**src/rtl/hazard_stall_controller_pkg.sv**
```systemverilog
// Shared constants and types for the decode-stage hazard/stall controller.
package hazard_stall_controller_pkg;

    localparam logic [4:0] XZR_REG = 5'd31;

    localparam int unsigned DEF_BR_EX_STALLS  = 2;
    localparam int unsigned DEF_BR_MEM_STALLS = 1;
    localparam int unsigned DEF_LU_STALLS     = 1;

    typedef enum logic {
        StRun   = 1'b0,
        StStall = 1'b1
    } state_e;

    function automatic logic [1:0] max2(input logic [1:0] a, input logic [1:0] b);
        return (a > b) ? a : b;
    endfunction

endpackage

```
**src/rtl/hazard_stall_controller_sat_counter.sv**
```systemverilog
// Saturating up-counter with synchronous clear; holds at all-ones instead of wrapping.
module hazard_stall_controller_sat_counter #(
    parameter int unsigned W = 32
) (
    input  logic         i_clk,
    input  logic         i_rst_n,
    input  logic         i_inc,
    input  logic         i_clear,
    output logic [W-1:0] o_count
);

    logic [W-1:0] r_count;

    always_ff @(posedge i_clk or negedge i_rst_n) begin
        if (!i_rst_n) begin
            r_count <= '0;
        end else if (i_clear) begin
            r_count <= '0;
        end else if (i_inc && (r_count != {W{1'b1}})) begin
            r_count <= r_count + 1'b1;
        end
    end

    assign o_count = r_count;

endmodule

```
**src/rtl/hazard_stall_controller.sv**
```systemverilog
// Decode-stage hazard detection: load-use and compare-and-branch operand stalls,
// IF/ID flush on taken branches, and saturating stall/flush performance counters.
module hazard_stall_controller
    import hazard_stall_controller_pkg::*;
#(
    parameter int unsigned BR_EX_STALLS  = DEF_BR_EX_STALLS,
    parameter int unsigned BR_MEM_STALLS = DEF_BR_MEM_STALLS,
    parameter int unsigned CNT_W         = 32
) (
    input  logic             clock,
    input  logic             reset,
    input  logic             id_valid,
    input  logic [4:0]       id_rs1,
    input  logic [4:0]       id_rs2,
    input  logic             id_cb_instr,
    input  logic             id_branch_taken,
    input  logic             ex_memread,
    input  logic             ex_regwrite,
    input  logic [4:0]       ex_rd,
    input  logic             mem_regwrite,
    input  logic [4:0]       mem_rd,
    output logic             stall,
    output logic             pc_write,
    output logic             if_id_write,
    output logic             if_id_flush,
    output logic [CNT_W-1:0] stall_count,
    output logic [CNT_W-1:0] flush_count
);

    localparam logic [1:0] EX_N  = 2'(BR_EX_STALLS);
    localparam logic [1:0] MEM_N = 2'(BR_MEM_STALLS);
    localparam logic [1:0] LU_N  = 2'(DEF_LU_STALLS);

    state_e     r_state;
    state_e     w_state_nxt;
    logic [1:0] r_cnt;
    logic [1:0] w_cnt_nxt;

    logic       w_lu_haz;
    logic       w_br_ex_haz;
    logic       w_br_mem_haz;
    logic [1:0] w_need;
    logic       w_stall;
    logic       w_flush;

    // XZR as a destination never produces a value, so it cannot be a hazard source.
    assign w_lu_haz     = id_valid & ex_memread & (ex_rd != XZR_REG)
                        & ((ex_rd == id_rs1) | (ex_rd == id_rs2));
    assign w_br_ex_haz  = id_valid & id_cb_instr & ex_regwrite & (ex_rd != XZR_REG)
                        & (ex_rd == id_rs2);
    assign w_br_mem_haz = id_valid & id_cb_instr & mem_regwrite & (mem_rd != XZR_REG)
                        & (mem_rd == id_rs2);

    always_comb begin
        w_need = 2'd0;
        if (w_lu_haz) begin
            w_need = LU_N;
        end
        if (w_br_mem_haz) begin
            w_need = max2(w_need, MEM_N);
        end
        if (w_br_ex_haz) begin
            w_need = max2(w_need, EX_N);
        end
    end

    always_comb begin
        w_state_nxt = r_state;
        w_cnt_nxt   = r_cnt;
        w_stall     = 1'b0;
        unique case (r_state)
            StRun: begin
                if (w_need != 2'd0) begin
                    w_stall = 1'b1;
                    if (w_need > 2'd1) begin
                        w_state_nxt = StStall;
                        w_cnt_nxt   = w_need - 2'd1;
                    end
                end
            end
            StStall: begin
                w_stall   = 1'b1;
                w_cnt_nxt = r_cnt - 2'd1;
                if (r_cnt <= 2'd1) begin
                    w_state_nxt = StRun;
                    w_cnt_nxt   = 2'd0;
                end
            end
        endcase
        // Outputs must show the idle pattern for as long as reset is held.
        if (!reset) begin
            w_stall = 1'b0;
        end
    end

    always_ff @(posedge clock or negedge reset) begin
        if (!reset) begin
            r_state <= StRun;
            r_cnt   <= 2'd0;
        end else begin
            r_state <= w_state_nxt;
            r_cnt   <= w_cnt_nxt;
        end
    end

    assign w_flush     = reset & id_branch_taken & id_valid & ~w_stall;

    assign stall       = w_stall;
    assign pc_write    = ~w_stall;
    assign if_id_write = ~w_stall;
    assign if_id_flush = w_flush;

    hazard_stall_controller_sat_counter #(
        .W (CNT_W)
    ) u_stall_cnt (
        .i_clk   (clock),
        .i_rst_n (reset),
        .i_inc   (w_stall),
        .i_clear (1'b0),
        .o_count (stall_count)
    );

    hazard_stall_controller_sat_counter #(
        .W (CNT_W)
    ) u_flush_cnt (
        .i_clk   (clock),
        .i_rst_n (reset),
        .i_inc   (w_flush),
        .i_clear (1'b0),
        .o_count (flush_count)
    );

endmodule

```
**config.mk**
```make
export PLATFORM = sky130hd
export DESIGN_NAME = hazard_stall_controller
export DESIGN_NICKNAME = d
export VERILOG_FILES = /design/src/rtl/hazard_stall_controller_pkg.sv /design/src/rtl/hazard_stall_controller_sat_counter.sv /design/src/rtl/hazard_stall_controller.sv
export SDC_FILE = /design/constraint.sdc
export NUM_CORES = 1
export LEC_CHECK = 0
export CORE_AREA = 2 2 108 110
export DETAILED_ROUTE_END_ITERATION = 12
export DIE_AREA = 0 0 110 112
export PLACE_DENSITY = 0.51
export SLEW_MARGIN = 20
export SYNTH_ARGS = -nofsm -noshare
export SYNTH_HDL_FRONTEND = slang
export SYNTH_SLANG_ARGS = --single-unit
```
**constraint.sdc**
```tcl
create_clock -name clock -period 7.7 [get_ports clock]
set_clock_uncertainty 0.15 [all_clocks]
set_input_delay 1.925 -clock clock [delete_from_list [all_inputs] [get_ports clock]]
set_output_delay 1.925 -clock clock [all_outputs]
set_load 0.02 [all_outputs]
```
==> metrics.md, run 1 <==
| Metric | Value |
|---|---|
| Status | complete, no violations |
| Die Height | 112 um |
| GPL Wtd Cong | 0.826 |
| Area after DPL | 4470 um^2 |
| Worst hold-check path type | reg2reg |
| Fin. max-slew vios | 0 |
| Initial core utilization | 30.1% |
| RSZ-0062 raised after global routing | no |
| Met3 WL | 474 um |
| # setup viols final | 0 |
| Uppermost layer routed | met4 |
| WL met2 | 3880 um |
| CP Launch Type | input port |
| Final Cell Area | 4760 um^2 |
| Clk sinks | 67 |
| Dominant cell type by area after synthesis | dfrtp_1 |
| Worst setup EP type | output pin |
| DR pass1 iterations | 4 |
| Internal power | about 0.00072 W |
| Sw frac | 27.7% |
| Post-route minimum period | roughly 6300 ps |
| Root Buffer | clkbuf_16 |
| Mapped Cells | 317 |
| CTS Buf Count | 9 |
| Port bufs | 95 |
| CP required | 5620 ps |
| Vias | 2,718 |
| Post-synth EDFFs | 0 |
| Leading post-synthesis cells by cell area | dfrtp_1, xnor2_1, nand4_1 |
| Clock power frac | between 40% and 50% |
| Layout Cells excl Fill | 567 |
| DPL Wire Length | 5900 um |
| Distinct cells, synth | 37 |
| Ant diodes | 0 |
| Power, Total | 0.000999 W |
| Synth Flop Type | dfrtp_1 |
| Iter 0 DRT Violations | 74 |
| DRC viols | 0 |
| VDD IR-drop max | between 100 and 150 uV |
| Clock tree buffer depth | 2 |
| Top post-synthesis cells by count | dfrtp_1, xnor2_1, nand3_1 |
| Critical Path Source | ex_rd[4] |
| # fillers | 1,098 |
| Critical path class | in2out |
| TNS Setup | 0 ps |
| Net Count, Synth | 347 |
| Pwr Density | roughly 210 nW/um^2 |
| Fin Hold WS | 340 ps |
| Worst Max-Slew Pin Slew | a little over 800 ps |
| H-tree depth | 3 |
| Sequential fraction of design power | 41.4% |
| Synthesis Warnings | 0 |
| Initial antenna violation count | 0 |
| Worst-Skew Late Latency | 330 ps |
| Max Cap Viol | 0 |
| Worst slew margin | 46.1% |
| Sequential fraction of the synthesis area | 49.8% |
| CTS Hold Buffers Added | 0 |
| Overall routing resource usage | 14.3% |
| Post-synthesis area per instance | 10.6 um^2 |
| Top-area cell type share of the netlist area | around 50% |
| Leakage power | slightly below 2 nW |
| Dpl cells | between 500 and 600 |
| Largest net degree at the start of global routing | 63 |
| Combinational power share | 18.0% |
| Critical register-to-register path startpoint | u_stall_cnt.o_count[0] |
| I/O pin cnt | between 90 and 100 |
| NetSw | 0.000277 W |
| Worst EP arrival | 4200 ps |
| Asr flop ratio synth | 100% |
| Largest fanout on the critical path | 4 |
| Vias in the first global route | 2,733 |
| Count leader, synth | dfrtp_1 |
| Total core area | 11,200 um^2 |
| Worst hold start | u_flush_cnt.o_count[20] |
| Final #Nets | 449 |
| Resized cells post-CTS | 0 |
| Synth Register Bits | 67 |
| Setup bufs post-CTS | 0 |
| Vias per inst | 4.79 |
| Die area | 12,300 um^2 |
| Total wire length | 8300 um |
| CTS clk-pin slew, worst paths | roughly 50 ps |
| Met1 WL | between 3000 and 4000 um |
| Gr ovfl total | 0 |
| Mapped Area | between 3000 and 4000 um^2 |
| CTS tree | done |
| Antenna viol nets, final | 0 |
| Avg WL per Cell | roughly 15 um |
| Rows | 39 |
| Fin crit share | 81.5% |
| Final hold violations | 0 |
| First-pass GRT wire length | 13,800 um |
| Share of cells above drive strength 1 | 7.78% |
| Synth-to-layout area growth | 41.5% |
| Die Wd | roughly 110 um |
| Fmax | between 0.15 and 0.2 GHz |
-- metal layers --
metal	vias up	track usage, %
met2	67	21.9
met1	1318	19.6
met3	10	3.51
met5	-	0
li1	1323	-
met4	0	5.32
-- placed cells by master (no fill, tap or decap), types with 2 or more instances in the layout --
| cell type | instances |
|---|---|
| inv_1 | 8 |
| o21ai_0 | 2 |
| ha_1 | 2 |
| nor3_1 | 7 |
| nor4_1 | 3 |
| nand4_1 | 27 |
| and4_2 | 2 |
| xnor2_1 | 60 |
| and3_1 | 19 |
| nand2_1 | 21 |
| clkdlybuf4s50_1 | 94 |
| nor2_1 | 13 |
| buf_4 | 3 |
| xor2_1 | 13 |
| nand3_1 | 32 |
| and2_1 | 4 |
| a31oi_1 | 2 |
| and4_1 | 2 |
| a21oi_1 | 4 |
| dfrtp_1 | 67 |
| mux2_2 | 4 |
| clkinv_2 | 3 |
| clkbuf_16 | 9 |
| nand2b_1 | 3 |
-- state kept, by name, indices dropped and copies added (netlist names) --
signal / count
u_flush_cnt.o_count: 32
u_stall_cnt.o_count: 32
r_state: 1
r_cnt: 2
-- area by class of cell --
cell class	instances	area (um^2)	area share (%)
Clock buffer	11	243	5.10
Tap cell	143	179	3.76
Timing Repair Buffer	98	968	20.3
Sequential cell	67	1680	35.2
Inverter	8	30.0	0.630
Clock inverter	5	52.6	1.10
Multi-Input combinational cell	235	1610	33.9
-- logic make-up after synthesis --
| family | Yosys count | synth area share [%] |
|---|---|---|
| AO/OA/AOI/OAI | 14 | 2.71 |
| XOR/XNOR | 73 | 19.0 |
| adder cells (fa/ha/maj) | 2 | 0.743 |
| buffers and inverters | 15 | 2.38 |
| flip-flops | 67 | 49.8 |
| multiplexers | 4 | 1.34 |
| AND/OR/NAND/NOR | 142 | 24.0 |
-- power groups by stage --
stage	sequential [W]	combinational [W]	clock [W]
6_report	0.000414	0.000180	0.000406
4_1_cts	0.000414	0.000183	0.000418
3_3_place_gp	0.000419	0.000181	0
3_5_place_dp	0.000420	0.000182	0
2_1_floorplan	0.000440	0.0000727	0
5_1_grt	0.000419	0.000198	0.000436
-- per-stage QoR --
| stage | util, % | worst slack [ps] |
|---|---|---|
| 5_1_grt | 42.6 | 1250 |
| 6_report | 42.6 | 1420 |
| 3_3_place_gp | 40.0 | 1460 |
| 4_1_cts | 42.6 | 1410 |
| 3_5_place_dp | 40.0 | 1430 |
| 2_1_floorplan | - | 2130 |
-- critical path: stages --
cell and delay (ps):
clkdlybuf4s50_1 540, xnor2_1 130, nand3_1 90, nor3_1 330, o2111ai_1 280, a21oi_1 260, clkdlybuf4s50_1 640
-- final timing paths --
check	slack [ps]	cells past startpoint	end
max reg2reg	4850	8	u_stall_cnt.o_count[1]
max	1420	7	stall
min reg2reg	340	1	u_flush_cnt.o_count[20]
max in group asynchronous	5060	2	u_stall_cnt.o_count[9]
min in group asynchronous	1290	1	u_flush_cnt.o_count[26]
min	340	1	u_flush_cnt.o_count[20]
Power figures use the tool's default switching activity.
==> run 2: changes to the inputs <==
==> constraint.sdc (replaced) <==
create_clock -name clock -period 6 [get_ports clock]
set_clock_uncertainty 0.15 [all_clocks]
set_input_delay 1.5 -clock clock [delete_from_list [all_inputs] [get_ports clock]]
set_output_delay 1.5 -clock clock [all_outputs]
set_load 0.02 [all_outputs]
==> run 2 against run 1 <==
Effect of this change:
- largest power group unchanged
- global-route usage up 0.59 points
- first-iteration DRC count up 2.7%
- flip-flop and latch count unchanged
- largest cell class unchanged
- worst setup slack worse by 770 ps
- final area up 0.16%
- cell count up 0.18%
- sequential power up 28%
==> metrics.md, run 2 (synthesis gave the netlist of run 1 again) <==
| Metric | Value |
|---|---|
| Status | complete, no violations |
| Worst Max-Slew Pin Slew | 824 ps (+16.2 ps) |
| Largest net degree at the start of global routing | 64 (+1.6%) |
| Initial antenna violation count | 0 (unchanged) |
| Most frequent cells in the layout | clkdlybuf4s50_1, dfrtp_1, xnor2_1 |
| Worst slew margin | 45.0% (-1.1 points) |
| Fmax | 0.187 GHz |
| Final Cell Area | 4770 um^2 (+0.16%) |
| CP required | 4350 ps (-1270 ps) |
| Fin crit share | 89.1% |
| Final hold violations | 0 (unchanged) |
| Final #Nets | 450 (+0.22%) |
| Fin Hold WS | 335 ps (-4.93 ps) |
| Critical register-to-register path startpoint | u_flush_cnt.o_count[0] |
| Port bufs | 95 (unchanged) |
| Total wire length | 8670 um (+4.5%) |
| Worst EP arrival | 3690 ps (-510 ps) |
| CTS Hold Buffers Added | 0 (unchanged) |
| Commonest non-fill, non-tap cell in the layout | clkdlybuf4s50_1 |
| Register area | 1680 um^2 (unchanged) |
| CTS Buf Count | 9 (unchanged) |
| CTS clk-pin slew, worst paths | 60 ps (about the same) |
| DPL Wire Length | 6100 um (+3.4%) |
| Die area | 12,300 um^2 (unchanged) |
| Critical path buffers and inverters | 3 (+1) |
| Antenna viol nets, final | 0 (unchanged) |
| Initial core utilization | 30.1% (unchanged) |
| Clk sinks | 67 (unchanged) |
| Pwr Density | 271 nW/um^2 (+29%) |
| Ant diodes | 0 (unchanged) |
| Worst hold-check path type | reg2reg |
| Die Height | 112 um (unchanged) |
| Gr ovfl total | 0 (unchanged) |
| TNS Setup | 0 ps (unchanged) |
| Root Buffer | clkbuf_16 |
| CP Launch Type | input port |
| Cell family with most CP delay | buffers and inverters |
| # setup viols final | 0 (unchanged) |
| Worst setup EP type | output pin |
| Crit path largest cell delay | 560 ps (-80 ps) |
| Rows | 39 (unchanged) |
| Die Wd | 110 um (unchanged) |
| Most used cell, CP | clkdlybuf4s50_1 |
| CTS tree | done |
| Largest fanout on the critical path | 3 (-1) |
| Fin. max-slew vios | 0 (unchanged) |
| Vias in the first global route | 2,850 (+4.3%) |
| Worst hold start | u_flush_cnt.o_count[28] |
| Max Cap Viol | 0 (unchanged) |
| Synth-to-layout area growth | 41.7% |
| Critical Path Source | ex_rd[0] |
| Setup bufs post-CTS | 0 (unchanged) |
| Resized cells post-CTS | 0 (unchanged) |
| Clock tree buffer depth | 2 (unchanged) |
| Post-route minimum period | 5340 ps |
| VDD IR-drop max | 125 uV (-4.7%) |
| Vias per inst | 4.88 (+1.8%) |
| DRC viols | 0 (unchanged) |
| Area of the multi-input gates | 1610 um^2 (unchanged) |
| H-tree depth | 3 (unchanged) |
| # fillers | 1,099 (+0.091%) |
| GPL Wtd Cong | 0.854 (+3.3%) |
| Critical path class | in2out |
| Leakage power | 1.96 nW (+0.21%) |
| Crit path max-delay cell type | clkdlybuf4s50_1 |
| Area after DPL | 4480 um^2 (+0.17%) |
| First-pass GRT wire length | 14,400 um (+4.3%) |
| Overall routing resource usage | 14.9% (+0.59 points) |
| Worst-Skew Late Latency | 330 ps (about the same) |
| Vias | 2,772 (+2.0%) |
| CP cell instances | clkdlybuf4s50_1 > xnor2_1 > nand3_1 > nor3_1 > o2111ai_1 > a21oi_1 > inv_1 > clkdlybuf4s50_1 |
| RSZ-0062 raised after global routing | no |
| Share of cells above drive strength 1 | 8.00% (+0.22 points) |
| Total core area | 11,200 um^2 (unchanged) |
| DR pass1 iterations | 6 (+2) |
| Avg WL per Cell | 15.3 um (+4.3%) |
| I/O pin cnt | 96 (unchanged) |
| Iter 0 DRT Violations | 76 (+2.7%) |
[run 2: cell types whose count changed in the layout (fill, tap and decap cells not counted)]
cell,before,now
buf_4,3,4
[run 2: path summary, 6_finish.rpt]
kind,endpoint,slack [ps],cells after the start
worst max-delay path,if_id_write,660,8
worst min-delay path,u_flush_cnt.o_count[28],330,1
worst max register to register,u_flush_cnt.o_count[30],3130,7
worst min register to register,u_flush_cnt.o_count[28],330,1
max in group asynchronous,u_stall_cnt.o_count[30],3810,2
min in group asynchronous,u_flush_cnt.o_count[24],840,1
[run 2: cell type report]
cell class,count,area share (%)
multi-input cells,235,33.8
flip-flops and latches,67,35.1
inverters,8,0.629
clock inverters,5,1.10
repair buffers,99,20.5
clock buffers,11,5.09
well taps,143,3.75
[run 2: routing by layer]
| metal | vias to the layer above | routed length [um] | global-route usage [%] |
|---|---|---|---|
| met5 | - | 0 | 0 |
| met4 | 0 | 179 | 5.06 |
| met3 | 14 | 582 | 5.09 |
| met2 | 100 | 4060 | 22.9 |
| met1 | 1339 | 3850 | 19.5 |
| li1 | 1319 | - | - |
[run 2: worst register-to-register path: stages, from the launching register on]
cell	delay (ps)
dfrtp_1	400
ha_1	230
nand3_4	140
nor4_4	450
nand3_1	200
nor4_1	610
and3_1	260
mux2_2	330
[run 2: per-stage QoR]
stage | utilization (%) | setup WS, ps | total power (W) | std cells
final | 42.7 | 656 | 0.00129 | 568
after global placement | 40.1 | 753 | 0.000770 | 552
after global routing | 42.7 | 537 | 0.00136 | 568
after floorplan | - | 1280 | 0.000658 | 317
after CTS | 42.7 | 692 | 0.00131 | 568
after detailed placement | 40.1 | 703 | 0.000776 | 552
[run 2: power by group]
group | internal, W | switching [W]
Sequential | 0.000488 | 0.0000434
Clock | 0.000331 | 0.000195
Combinational | 0.000109 | 0.000125
==> run 3: changes to the inputs <==
--- a/config.mk
+++ b/config.mk
@@ -5,10 +5,11 @@
 export SDC_FILE = /design/constraint.sdc
 export NUM_CORES = 1
 export LEC_CHECK = 0
-export CORE_AREA = 2 2 108 110
+export ABC_AREA = 1
+export CORE_AREA = 2 2 131 133
 export DETAILED_ROUTE_END_ITERATION = 12
-export DIE_AREA = 0 0 110 112
-export PLACE_DENSITY = 0.51
+export DIE_AREA = 0 0 133 135
+export PLACE_DENSITY = 0.48
 export SLEW_MARGIN = 20
 export SYNTH_ARGS = -nofsm -noshare
 export SYNTH_HDL_FRONTEND = slang
==> run 3 against run 2 <==
Effect of this change:
- critical path depth grew 4
- worst setup slack better by 35 ps
- total power rose by 4.4%
- critical endpoint is now stall
- first-iteration DRC count rose to 4.5 times the previous value
- critical path type unchanged
- largest cell class is now multi-input gates
- count of clock-buffer cells in the layout rose by 2
- flip-flop and latch count did not move
- utilization shrank 3.4 points
- synthesized area is 50% higher
- via count rose by 88%
- synthesized cell count increased to 2.5 times the previous value
- global-route usage up 3.6 points
==> metrics.md, run 3 <==
| Metric | Value |
|---|---|
| Mapped Cells | 798 (+150%) |
| Max Cap Viol | 0 (unchanged) |
| Worst setup EP type | output pin |
| Post-synthesis area per instance | 6.33 um^2 (-40%) |
| CTS tree | done |
| Asr flop ratio synth | 100% (unchanged) |
| Top-area cell type share of the netlist area | 33.2% (-17 points) |
| Fin. max-slew vios | 0 (unchanged) |
| Clk sinks | 67 (unchanged) |
| Net Count, Synth | 828 (+140%) |
| H-tree depth | 3 (unchanged) |
| CP cell instances | clkdlybuf4s50_1 > inv_1 > nand2_1 > nand2_1 > nor2_1 > nand3_1 > nand2_1 > nand2_1 > nand3_2 > nand2_1 > inv_1 > clkdlybuf4s50_1 |
| Post-synth EDFFs | 0 (unchanged) |
| Worst Max-Slew Pin Slew | 846 ps (+21.8 ps) |
| Initial core utilization | 30.8% (+0.64 points) |
| Vias per inst | 4.71 (-3.5%) |
| Die Height | 135 um (+21%) |
| Gr ovfl total | 0 (unchanged) |
| Final Cell Area | 6440 um^2 (+35%) |
| Ant diodes | 0 (unchanged) |
| DRC viols | 0 (unchanged) |
| Top post-synthesis cells by count | nand2_1, nor2_1, nand4_1 |
| Worst slew margin | 43.5% (-1.6 points) |
| Setup crit end | stall |
| Largest fanout on the critical path | 4 (+1) |
| # setup viols final | 0 (unchanged) |
| Synth-to-layout area growth | 27.6% |
| Worst hold-check path type | reg2reg |
| Distinct cells, synth | 28 (-24%) |
| VDD IR-drop max | 133 uV (+6.6%) |
| Critical Path Source | id_rs2[4] |
| Initial antenna violation count | 0 (unchanged) |
| GPL Wtd Cong | 0.886 (+3.8%) |
| Avg WL per Cell | 14.6 um (-4.3%) |
| Commonest non-fill, non-tap cell in the layout | nand2_1 |
| Post-route minimum period | 5310 ps (-34.9 ps) |
| RSZ-0062 raised after global routing | no |
| Share of cells above drive strength 1 | 3.95% (-4.1 points) |
| Critical path class | in2out |
| # fillers | 1,756 (+60%) |
| Synth Register Bits | 67 (unchanged) |
| Clock tree buffer depth | 2 (unchanged) |
| DR pass1 iterations | 4 (-2) |
| Most frequent cells in the layout | nand2_1, nor2_1, clkdlybuf4s50_1 |
| Critical register-to-register path startpoint | u_stall_cnt.o_count[0] |
| Final core utilization | 39.3% (-3.4 points) |
| Root Buffer | clkbuf_16 |
| Fmax | 0.188 GHz (+0.66%) |
| Worst EP arrival | 3660 ps (-30 ps) |
| Synth Flop Type | dfrtp_1 |
| CTS Buf Count | 9 (unchanged) |
| DPL Wire Length | 12,100 um (+98%) |
| Largest net degree at the start of global routing | 55 (-14%) |
| Iter 0 DRT Violations | 339 (+350%) |
| Mapped Area | 5050 um^2 (+50%) |
| Resized cells post-CTS | 0 (unchanged) |
| Setup bufs post-CTS | 0 (unchanged) |
| Antenna viol nets, final | 0 (unchanged) |
| Synthesis Warnings | 0 (unchanged) |
| Port bufs | 95 (unchanged) |
| Final hold violations | 0 (unchanged) |
| Crit path largest cell delay | 590 ps (+30 ps) |
| Worst-Skew Late Latency | 340 ps (about the same) |
| Vias in the first global route | 5,083 (+78%) |
| CTS clk-pin slew, worst paths | 50 ps (about the same) |
| I/O pin cnt | 96 (unchanged) |
| CTS Hold Buffers Added | 0 (unchanged) |
| Worst hold start | r_cnt[1] |
| Status | complete, no violations |
| Die area | 18,000 um^2 (+46%) |
| Total core area | 16,400 um^2 (+47%) |
| Rows | 47 (+21%) |
| Area after DPL | 6160 um^2 (+38%) |
| Worst r2r path cells | 9 (+2) |
| Reg2reg end | u_stall_cnt.o_count[1] |
| Crit path max-delay cell type | clkdlybuf4s50_1 |
| Count leader, synth | nand2_1 |
| Power, Total | 0.00135 W (+4.4%) |
| First-pass GRT wire length | 26,600 um (+84%) |
| Leakage power | 3.07 nW (+56%) |
| Sequential fraction of the synthesis area | 33.2% (-17 points) |
| Fin Hold WS | 374 ps (+39.8 ps) |
| Fin crit share | 88.5% (-0.58 points) |
| Dominant cell type by area after synthesis | dfrtp_1 |
| Leading post-synthesis cells by cell area | dfrtp_1, nand2_1, nand4_1 |
| CP Launch Type | input port |
| Total wire length | 16,200 um (+86%) |
| CP required | 4350 ps (about the same) |
| TNS Setup | 0 ps (unchanged) |
| Vias | 5,215 (+88%) |
| Final #Nets | 913 (+100%) |
| Pwr Density | 209 nW/um^2 (-23%) |
| Register-to-register setup slack | 2850 ps (-280 ps) |
| Die Wd | 133 um (+21%) |
| Most used cell, CP | nand2_1 |
| Overall routing resource usage | 18.6% (+3.6 points) |
-- run 3: per-stage QoR --
step / setup slack (ps) / instances
final: 690 / 1107
after global placement: 761 / 1092
after global routing: 564 / 1107
after detailed placement: 698 / 1092
after floorplan: 1660 / 798
after CTS: 694 / 1107
-- run 3: layer usage --
layer  GRT usage, %  share of wire [%]  vias up  routed length [um]
met3           2.89                3.6       15                 586
li1               -                  -     2731                   -
met5              0                  0        -                   0
met2           32.2                 48      110                7810
met1           23.6                 46     2359                7510
met4           6.33                1.7        0                 276
-- run 3: how the worst min path moves through the flow --
| stage | to | slack (ps) | cells past startpoint |
|---|---|---|---|
| after floorplan | r_state | 330 | 1 |
| after global placement | r_cnt[0] | 350 | 2 |
| after detailed placement | r_cnt[1] | 370 | 2 |
| after CTS | r_state | 370 | 1 |
| after global routing | u_flush_cnt.o_count[31] | 400 | 2 |
| final | r_cnt[1] | 370 | 2 |
-- run 3: cell type report --
class                   count  area [um^2]  share of cell area [%]
inverters                  70          263                    4.08
flip-flops and latches     67         1680                    26.0
multi-input cells         635         2960                    46.0
clock buffers              13          270                    4.19
repair buffers            100          986                    15.3
well taps                 220          275                    4.27
clock inverters             2         10.0                   0.155
-- run 3: worst max-delay path: cells and delay by family --
| kind | cells | cell delay [ps] |
|---|---|---|
| buffers and inverters | 4 | 1340 |
| and+or+nand+nor | 8 | 820 |
-- run 3: logic make-up (layout without fill, tap and decap cells) --
| kind of cell | count (synthesis) | count (layout) | synth area share, % |
|---|---|---|---|
| AND/OR/NAND/NOR | 595 | 595 | 52.0 |
| XOR/XNOR | 32 | 32 | 5.55 |
| AO/OA/AOI/OAI | 6 | 6 | 0.595 |
| flip-flops | 67 | 67 | 33.2 |
| buffers and inverters | 96 | 185 | 8.10 |
| adder cells (fa/ha/maj) | 2 | 2 | 0.496 |
-- run 3: where the power goes --
part           internal [W]  switching, W  leakage, nW
combinational      0.000116      0.000195         2.00
clock              0.000310      0.000198        0.141
sequential         0.000483     0.0000469        0.926
total              0.000909      0.000440         3.07
